==> src/rtl/reg_wr_arbiter.sv <==
`default_nettype none
// ============================================================================
//  Module   : reg_wr_arbiter
//  Purpose  : Two-port write arbiter and enable sequencer for a bank of
//             register instances. Picks one requester per cycle with
//             alternating priority under contention, then drives a
//             registered one-hot write enable and write data one cycle later.
//  Ports    : clk, reset           - clock, async active-high reset
//             req{0,1}_valid/addr/data/ready - write request handshakes
//             stall                - blocks all grants this cycle
//             cnt_clr              - synchronous clear of conflict_cnt
//             wr_en, wr_data       - registered enable/data to register bank
//             prio                 - port currently holding priority
//             conflict_cnt         - saturating count of contended cycles
//  Revision : 1.0 - initial release
// ============================================================================
module reg_wr_arbiter #(
    parameter int WIDTH = 8,
    parameter int NREG  = 8,
    parameter int AW    = 3
) (
    input  logic             clk,
    input  logic             reset,
    input  logic             req0_valid,
    input  logic [AW-1:0]    req0_addr,
    input  logic [WIDTH-1:0] req0_data,
    output logic             req0_ready,
    input  logic             req1_valid,
    input  logic [AW-1:0]    req1_addr,
    input  logic [WIDTH-1:0] req1_data,
    output logic             req1_ready,
    input  logic             stall,
    input  logic             cnt_clr,
    output logic [NREG-1:0]  wr_en,
    output logic [WIDTH-1:0] wr_data,
    output logic             prio,
    output logic [7:0]       conflict_cnt
);

    localparam logic [7:0] C_CNT_MAX = 8'hFF;

    logic             w_gnt0;
    logic             w_gnt1;
    logic             w_xfer;
    logic             w_contend;
    logic [AW-1:0]    w_addr;
    logic [WIDTH-1:0] w_data;
    logic [NREG-1:0]  w_dec;

    // Grants are withheld while reset is high so nothing is accepted that
    // would be lost to the clearing write stage.
    always_comb begin
        w_gnt0    = 1'b0;
        w_gnt1    = 1'b0;
        w_contend = 1'b0;
        if (!reset && !stall) begin
            w_contend = req0_valid && req1_valid;
            w_gnt0    = req0_valid && (!req1_valid || (prio == 1'b0));
            w_gnt1    = req1_valid && (!req0_valid || (prio == 1'b1));
        end
    end

    assign req0_ready = w_gnt0;
    assign req1_ready = w_gnt1;
    assign w_xfer     = w_gnt0 || w_gnt1;
    assign w_addr     = w_gnt0 ? req0_addr : req1_addr;
    assign w_data     = w_gnt0 ? req0_data : req1_data;

    // One-hot decode; addresses at or above NREG match no bit, so the
    // handshake completes but the write is silently dropped.
    always_comb begin
        w_dec = '0;
        for (int i = 0; i < NREG; i++) begin
            w_dec[i] = w_xfer && (w_addr == AW'(i));
        end
    end

    // wr_en/wr_data are driven straight from flops so the bank's gated
    // clock (clk AND en) never sees a combinational glitch.
    always_ff @(posedge clk or posedge reset) begin
        if (reset) begin
            wr_en        <= '0;
            wr_data      <= '0;
            prio         <= 1'b0;
            conflict_cnt <= '0;
        end else begin
            wr_en <= w_dec;
            if (w_xfer) begin
                wr_data <= w_data;
            end
            // Under contention the winner is the port equal to prio, so the
            // loser (which gains priority) is always the inverse.
            if (w_contend) begin
                prio <= ~prio;
            end
            if (cnt_clr) begin
                conflict_cnt <= '0;
            end else if (w_contend && (conflict_cnt != C_CNT_MAX)) begin
                conflict_cnt <= conflict_cnt + 8'd1;
            end
        end
    end

endmodule
`default_nettype wire

==> config.mk <==
export PLATFORM = sky130hd
export DESIGN_NAME = reg_wr_arbiter
export DESIGN_NICKNAME = d
export VERILOG_FILES = /design/src/rtl/reg_wr_arbiter.sv
export SDC_FILE = /design/constraint.sdc
export NUM_CORES = 1
export LEC_CHECK = 0
export CAP_MARGIN = 10
export CORE_ASPECT_RATIO = 1.25
export CORE_MARGIN = 1
export CORE_UTILIZATION = 40
export CTS_BUF_LIST = sky130_fd_sc_hd__clkbuf_8
export DETAILED_ROUTE_END_ITERATION = 16
export HOLD_SLACK_MARGIN = 0.02
export MAX_ROUTING_LAYER = met4
export PLACE_DENSITY = 0.84
export SYNTH_ARGS = -nofsm -noshare
export SYNTH_HDL_FRONTEND = slang
export SYNTH_SLANG_ARGS = --single-unit
==> constraint.sdc <==
create_clock -name clk -period 2.1 [get_ports clk]
set_clock_uncertainty 0.15 [all_clocks]
set_input_delay 0.42 -clock clk [delete_from_list [all_inputs] [get_ports clk]]
set_output_delay 0.42 -clock clk [all_outputs]
set_load 0.02 [all_outputs]
[Word-level counts from Yosys, hierarchy flattened]
Index checks and enable logic that the tools add are counted.
Cells by class
  bitwise operators: 1
  equal/unequal tests: 8
  reductions and logical operators: 22
  muxes and demuxes: 7
  add/subtract/negate cells: 1
Operators by type and width (count)
  $mux W8: 3
  $logic_and A1 B1 Y1: 13
  $eq A3 B3 Y1 const B: 4
  $add A8 B1 Y8 const B: 1
  $ne A8 B8 Y1 const B: 1
  $eq A3 B2 Y1 const B: 2
  $logic_not A1 Y1: 4
  $eq A3 B1 Y1 const B: 1
  $logic_not A3 Y1: 1
  $logic_or A1 B1 Y1: 3
  $mux W1: 3
  $mux W3: 1
  $reduce_bool A2 Y1: 1
  $not A1 Y1: 1
Storage, ports and cells
  input bits: 28
  output and inout bits: 27
  word-level logic and storage cells: 43
  bits in registers: 25

[Longest topological paths before layout]
  depth after elaboration: 7
  mapped depth: 6
  depth with buffers taken out: 5

[Worst setup path before layout]
OpenSTA, ideal clock, no wires.
  path kind: register to register
  start point: register conflict_cnt[0]
  end point: register conflict_cnt[7]
  slack: 0.372 ns
  data required time: 1.872 ns
  setup time: 0.078 ns
  stages on the path, launching flop included: 6
  arrival: 1.500 ns
  cells stage by stage: dfrtp_1 -> ha_1 -> nand4_1 -> o21ai_2 -> or4_1 -> a21oi_1
On the way
  word-level cells in the longest chain between the ends: 3
RTL lines
  from (decl): RTL line 37  | output logic [7:0] conflict_cnt
  from (signal assigned): RTL line 99  | conflict_cnt <= conflict_cnt + 8'd1;
  $add A8 B1 Y8 or $ne A8 B8 Y1 (tied branches): RTL line 99, 98
  $mux W8 or $logic_and A1 B1 Y1 (tied branches): RTL line 98  | end else if (w_contend && (conflict_cnt != C_CNT_MAX)) begin
  $mux W8 or $reduce_bool A2 Y1 (tied branches)
Several ways; a longest one is shown, not always the timed one. The select of a mux whose other input is x is not followed.
A chain may end at the register's enable or synchronous reset.

[Final worst setup path]
  start point: input port stall
  end point: output port req0_ready
On the way
  word-level cells in the longest chain between the ends: 3
RTL lines
  from (decl): RTL line 32  | input logic stall,
  $logic_not A1 Y1: RTL line 56  | if (!reset && !stall) begin
  $logic_and A1 B1 Y1: RTL line 56
  $mux W1: RTL line 56
  to (decl): RTL line 27  | output logic req0_ready,
Every way passes these cells.

==> summary.txt <==
Outcome
  • Status: complete, no violations

Setup path
  • Critical path class: input pin to primary output
  • Worst path slowest cell: clkdlybuf4s50_1
  • Critical Path Source Type: input pin
  • Critical Path Fanout Max: 4
  • Setup crit end kind: primary output
  • CP peak stage delay: 0.45 ns
  • Cell chain of the critical path: clkdlybuf4s50_1, nor2_4, nand3_2, inv_1, clkdlybuf4s15_2
  • CP Data Arrival Time: 1.43 ns
  • CP Data Required Time: 1.53 ns

Clock network
  • Clk sink count: 25
  • Clk buf depth: 2
  • CTS tree: done
  • Worst-Skew Late Latency: 0.27 ns
  • Clock transition at path regs: about 0.08 ns
  • Hold-fix buffers at CTS: 0
  • Total CTS buffers: 3
  • Setup bufs post-CTS: 0
  • H-tree level count: 1
  • Root Buffer: clkbuf_8

Drt
  • Iter 0 DRT Violations: 30
  • Total wire length: ~3000 um
  • Drt drc: 0
  • Via Count: 1196
  • DR pass1 iterations: 4
  • Antenna Nets Post-Route: 0
  • Routed vias/inst: around 5.5
  • Drt wl/cell: 13.88 um

STA
  • Tcrit/Tclk final: 95.17%
  • RSZ-0062 raised after global routing: no
  • Worst slew margin: 70.14%
  • Final setup violation count: 0
  • Fmax: 500.4 MHz
  • Final setup margin: 0.1014 ns
  • Worst-margin pin slew: around 0.45 ns
  • Min cycle time layout: 1.999 ns
  • Slew Limit Fails: 0
  • Final Hold Viols: 0

GRT
  • Pin count of the biggest net entering global routing: 23
  • Antenna violations before repair: 0
  • First-pass GRT wire length: 5099 um
  • Vias in the first global route: 1212
  • Grt total ovfl: 0
  • GRT Total Usage: 21.48%

Synthesis
  • Mapped Area: 1216 um^2
  • Post-Synthesis Cells: 119
  • Syn_area_per_cell: 10.22 um^2
  • Sequential area share after synthesis: 51.44%
  • Synth cell types: 30
  • Mapped Nets: 148
  • Mux contribution to synthesized area: 10.80%
  • Post-synthesis register bit count: 25
  • YS warnings: 0
  • Largest family of logic cells by synthesized area: simple AND/OR/NAND/NOR gates
  • Synth Area in Compound Gates: 13.07%
  • XOR/XNOR Fraction of Synth Area: 1.440%
  • Synth Area in Adders: 1.029%
  • Fraction of the mapped netlist area in simple logic gates: between 10% and 20%

Place
  • Placed standard-cell area: 1871 um^2
  • RePlAce Congestion: 0.7859
  • PortBufs: 54
  • Place WS: -0.3575 ns
  • Hpwl dp: 2424 um

Floorplanning
  • Die X: 51.32 um
  • # IOs: 55
  • Rows: 22
  • Initial Utilization: 41.68%
  • Area of the core: approximately 2900 um^2
  • Die ar.: 3267 um^2
  • Chip height: around 64 um

Power and ir drop
  • Peak VDD IR: about 460 uV
  • Static Leakage: 0.8814 nW
  • Power per Cell Area: 590.2 nW/um^2
  • Pwr Total: 1.133 mW

Layout
  • Area of the multi-input gates: 553.0 um^2
  • Share of layout cells above drive strength 1: 10.50%
  • Final instance area: 1919 um^2
  • Leading cell types in the layout, fill and taps excluded: clkdlybuf4s50_1 (51), dfrtp_1 (25), nand2_1 (14)
  • FF/Latch Area: roughly 630 um^2
  • Diode count: 0
  • Layout net count: 211
  • P&R area growth vs syn: 57.82%
  • Util after Layout: around two thirds
  • Fillcell total: between 200 and 300
  • Commonest non-fill, non-tap cell in the layout: clkdlybuf4s50_1

Flow run
  • Max cap viols: 0

Min path
  • Hold Path Class: input pin to async pin
==> worst max-delay path: cells and delay by family <==
kind                   cells  cell delay [ns]
buffers and inverters      3             0.77
and+or+nand+nor            2             0.23
==> routing by layer <==
metal,GRT usage (%),vias to the layer above,routed length [um]
met1,22.43,568,1122
met2,37.66,70,1593
met4,10.81,0,85
met3,3.865,11,211
met5,-,-,0
li1,-,547,-
==> where the power goes <==
part	total, mW	internal [mW]	switching, mW	leakage, nW
clock network	0.277	0.131	0.147	0.0269
registers	0.542	0.519	0.0233	0.333
logic	0.313	0.164	0.149	0.521
==> logic make-up (layout without fill, tap and decap cells) <==
family	Yosys count	in the layout
AO/OA/AOI/OAI	27	27
buffers and inverters	10	72
flip-flops	25	25
adder cells (fa/ha/maj)	1	1
multiplexers	13	13
XOR/XNOR	2	2
AND/OR/NAND/NOR	41	41
==> synth_stat cells <==
cell type | count | share of area [%]
o21a_1 | 1 | 0.62
nand4_1 | 2 | 1.0
inv_1 | 5 | 1.5
nand3_2 | 1 | 0.82
buf_2 | 1 | 0.41
a211oi_1 | 5 | 3.1
a21oi_1 | 6 | 2.5
or3b_1 | 2 | 1.4
or4_1 | 2 | 1.2
xnor2_1 | 1 | 0.72
nand3b_1 | 2 | 1.2
nand2_1 | 14 | 4.3
and3_1 | 3 | 1.5
mux2i_1 | 12 | 9.9
nor2_1 | 4 | 1.2
buf_1 | 1 | 0.31
o21ai_0 | 12 | 4.9
dfrtp_1 | 25 | 51
o31ai_1 | 2 | 1.2
and4bb_4 | 1 | 1.3
mux2_2 | 1 | 0.93
ha_1 | 1 | 1.0
nor2_2 | 1 | 0.51
buf_4 | 1 | 0.62
or3_1 | 3 | 1.5
o21ai_2 | 1 | 0.72
clkbuf_1 | 2 | 0.62
nor3_1 | 3 | 1.2
nand3_1 | 3 | 1.2
xor2_1 | 1 | 0.72
==> final timing paths <==
check	start	endpoint	slack, ns	cells past startpoint
setup / recovery	stall	req0_ready	0.10	5
hold / removal	reset	conflict_cnt[6]	0.09	2
setup reg to reg	conflict_cnt[0]	conflict_cnt[3]	0.27	6
hold reg to reg	wr_data[7]	wr_data[7]	0.34	2
max in group asynchronous	reset	wr_data[4]	1.28	3
min in group clk	wr_data[7]	wr_data[7]	0.34	2
==> area by class of cell <==
cell class,count,area share (%)
Multi-Input combinational cell,84,28.81
Sequential cell,25,32.59
Clock buffer,3,2.151
Inverter,5,0.9778
Clock inverter,1,0.1956
Timing Repair Buffer,63,32.92
Tap cell,36,2.347
==> stage by stage <==
stage	hold slack [ns]	cells	TNS, ns
after detailed placement	0.3242	213	-2.298
after CTS	0.3430	217	0
final	0.09383	217	0
after floorplan	0.2973	119	0
after global placement	0.3120	213	-1.877
after global routing	0.1208	217	0
==> flip-flops by register name, summed over array words and instances, names as in the netlist <==
name	cells
conflict_cnt	8
prio	1
wr_data	8
wr_en	8
==> timing repair <==
| action | CTS | global route |
|---|---|---|
| gates resized for setup | 6 | 3 |
| endpoints found under the setup margin | 2 | 3 |
| pin swaps | 1 | 1 |
Note: power is estimated with default switching activity, not from simulation.
==> RTL edit (same settings) <==
Change the parameter `NREG` from 8 to 12.
--- a/src/rtl/reg_wr_arbiter.sv
+++ b/src/rtl/reg_wr_arbiter.sv
@@ -17,5 +17,5 @@
 module reg_wr_arbiter #(
     parameter int WIDTH = 8,
-    parameter int NREG  = 8,
+    parameter int NREG  = 12,
     parameter int AW    = 3
 ) (
Interface: changed (resized wr_en); port bits go from 55 to 59. No check against the original RTL was run, so the function may have changed too.
==> RTL edit against the original RTL <==
Power shrank 0.66%; non-clock buffer count is 4 higher; sequential share of layout area down 0.19 points; area after synthesis up 1.7%; sequential cell count unchanged; setup slack lost 0.037 ns; routed wire length decreased by 3.1%; critical path depth unchanged; cell area grew 0.59%; critical path type unchanged; highest routed layer unchanged.
==> RTL edit: results (changes against the original RTL) <==
[logic_synthesis]
syn-num-nets = 151  ; +2.0%
synthDistinctLibCells = 30  ; unchanged
async_flop_share = 1.000  ; unchanged
synth_ff_type = dfrtp_1
netlist_top_cells_count = dfrtp_1 (25), nand2_1 (14), mux2i_1 (11), o21ai_0 (11), a21oi_1 (6)
yosys-top-cells-area = dfrtp_1 (51%), mux2i_1 (8.9%), o21ai_0 (4.4%)
seq_area_frac_synth = 0.5056  ; -0.008842
yosys_warnings = 0  ; unchanged

[detailed_routing]
drtIter0Drc = 41  ; +37%
dr.pass1.iters = 6  ; +2
wire_per_inst_um = 13.26  ; -4.4%
routed_via_density = 5.173  ; -6.1%

[power_and_ir_drop]
pwr-share-clk = 0.240  ; -0.005
p_sw_mw = 0.3141  ; -1.5%
seqPwrFrac = 0.483  ; +0.004
p_leak_nw = 0.8607  ; -2.4%
ir_drop_v = 0.0006060  ; +31%
p_int_mw = 0.8113  ; -0.31%

[sta]
drv_slew = 0  ; unchanged
setup_viol = 0  ; unchanged
worstMarginPinSlew_ns = 0.3453  ; -0.1021 ns
hold_viol = 0  ; unchanged

[layout]
reg_top3 = conflict_cnt (8), wr_data (8), wr_en (8)
drive_gt1_frac = 0.1087  ; +0.003723
final_nets = 214  ; +1.4%
antenna_cells = 0  ; unchanged

[global_route]
grt_max_degree = 26  ; +13%
antenna_found_initial = 0  ; unchanged
grt_use_met1 = 0.2227  ; -0.001543
grt_use_met2 = 0.3588  ; -0.01788
grt_use_total = 0.1923  ; -0.02256
first_global_vias = 1127  ; -7.0%
grt_pass1_wl_um = 4788  ; -6.1%
met3_usage = 0.02143  ; -0.01722

[hold_path]
hp-class = reg -> reg

[cts]
ctsResizeCount = 6  ; unchanged
h-tree-depth = 1  ; unchanged
post_cts_buffers = 0  ; unchanged
cts_buffers = 3  ; unchanged
clockBufferDepth = 2  ; unchanged
path_clk_slew_ns = 0.08  ; about the same
cts_root_buf = clkbuf_8
postCtsHoldBufs = 0  ; unchanged
clock_latency_ns = 0.26

[critical_path]
cp_max_fo = 3  ; -1
critical_path_arrival_ns = 1.47  ; +0.04 ns

[place]
io_buffers = 58  ; +7.4%
place_congestion = 0.7018  ; -11%
placed_area_um2 = 1889  ; +1.0%
hpwl_um = 2286  ; -5.7%
place_ws_ns = -0.3097  ; +0.04778 ns

[run_status]
status = complete, no violations

-- RTL edit: final cells by class --
class | instances | area [um2]
Fill cell | 247 | 1015
Tap cell | 36 | 45.04
Timing Repair Buffer | 67 | 656.9
Sequential cell | 25 | 625.6
Clock buffer | 3 | 41.29
Inverter | 5 | 18.77
Clock inverter | 1 | 3.754
Multi-Input combinational cell | 83 | 539.3
-- RTL edit: per-layer routing --
layer | vias up | share of wire
li1 | 555 | -
met1 | 538 | 0.43
met2 | 43 | 0.53
met3 | 2 | 0.040
met4 | 0 | 0.0041
met5 | - | 0
-- RTL edit: final timing paths --
check / start / to / slack, ns / cells past startpoint
worst max-delay path: stall / req0_ready / 0.06 / 5
worst min-delay path: wr_data[1] / wr_data[1] / 0.33 / 2
worst max register to register: conflict_cnt[0] / conflict_cnt[1] / 0.30 / 7
worst min register to register: wr_data[1] / wr_data[1] / 0.33 / 2
max in group asynchronous: reset / conflict_cnt[2] / 1.13 / 3
min in group asynchronous: reset / conflict_cnt[5] / 0.43 / 3
-- RTL edit: critical path: stages --
cell	delay, ns
clkdlybuf4s50_1	0.43
nor2_2	0.17
nand3_2	0.11
inv_1	0.06
clkdlybuf4s15_2	0.26
-- RTL edit: metrics by stage --
step                      cells  utilization
after floorplan             122            -
after global placement      216       0.6415
after detailed placement    216       0.6415
after CTS                   220       0.6576
after global routing        220       0.6555
final                       220       0.6555
-- RTL edit: cells by family (layout without fill, tap and decap cells) --
family / after synthesis / after routing / synth area share
mux: 13 / 13 / 0.1072
fa+ha+maj: 1 / 1 / 0.01011
buf+inv: 14 / 76 / 0.05865
simple gates: 41 / 41 / 0.1820
compound gates: 26 / 26 / 0.1223
xor+xnor: 2 / 2 / 0.01416
flops: 25 / 25 / 0.5056
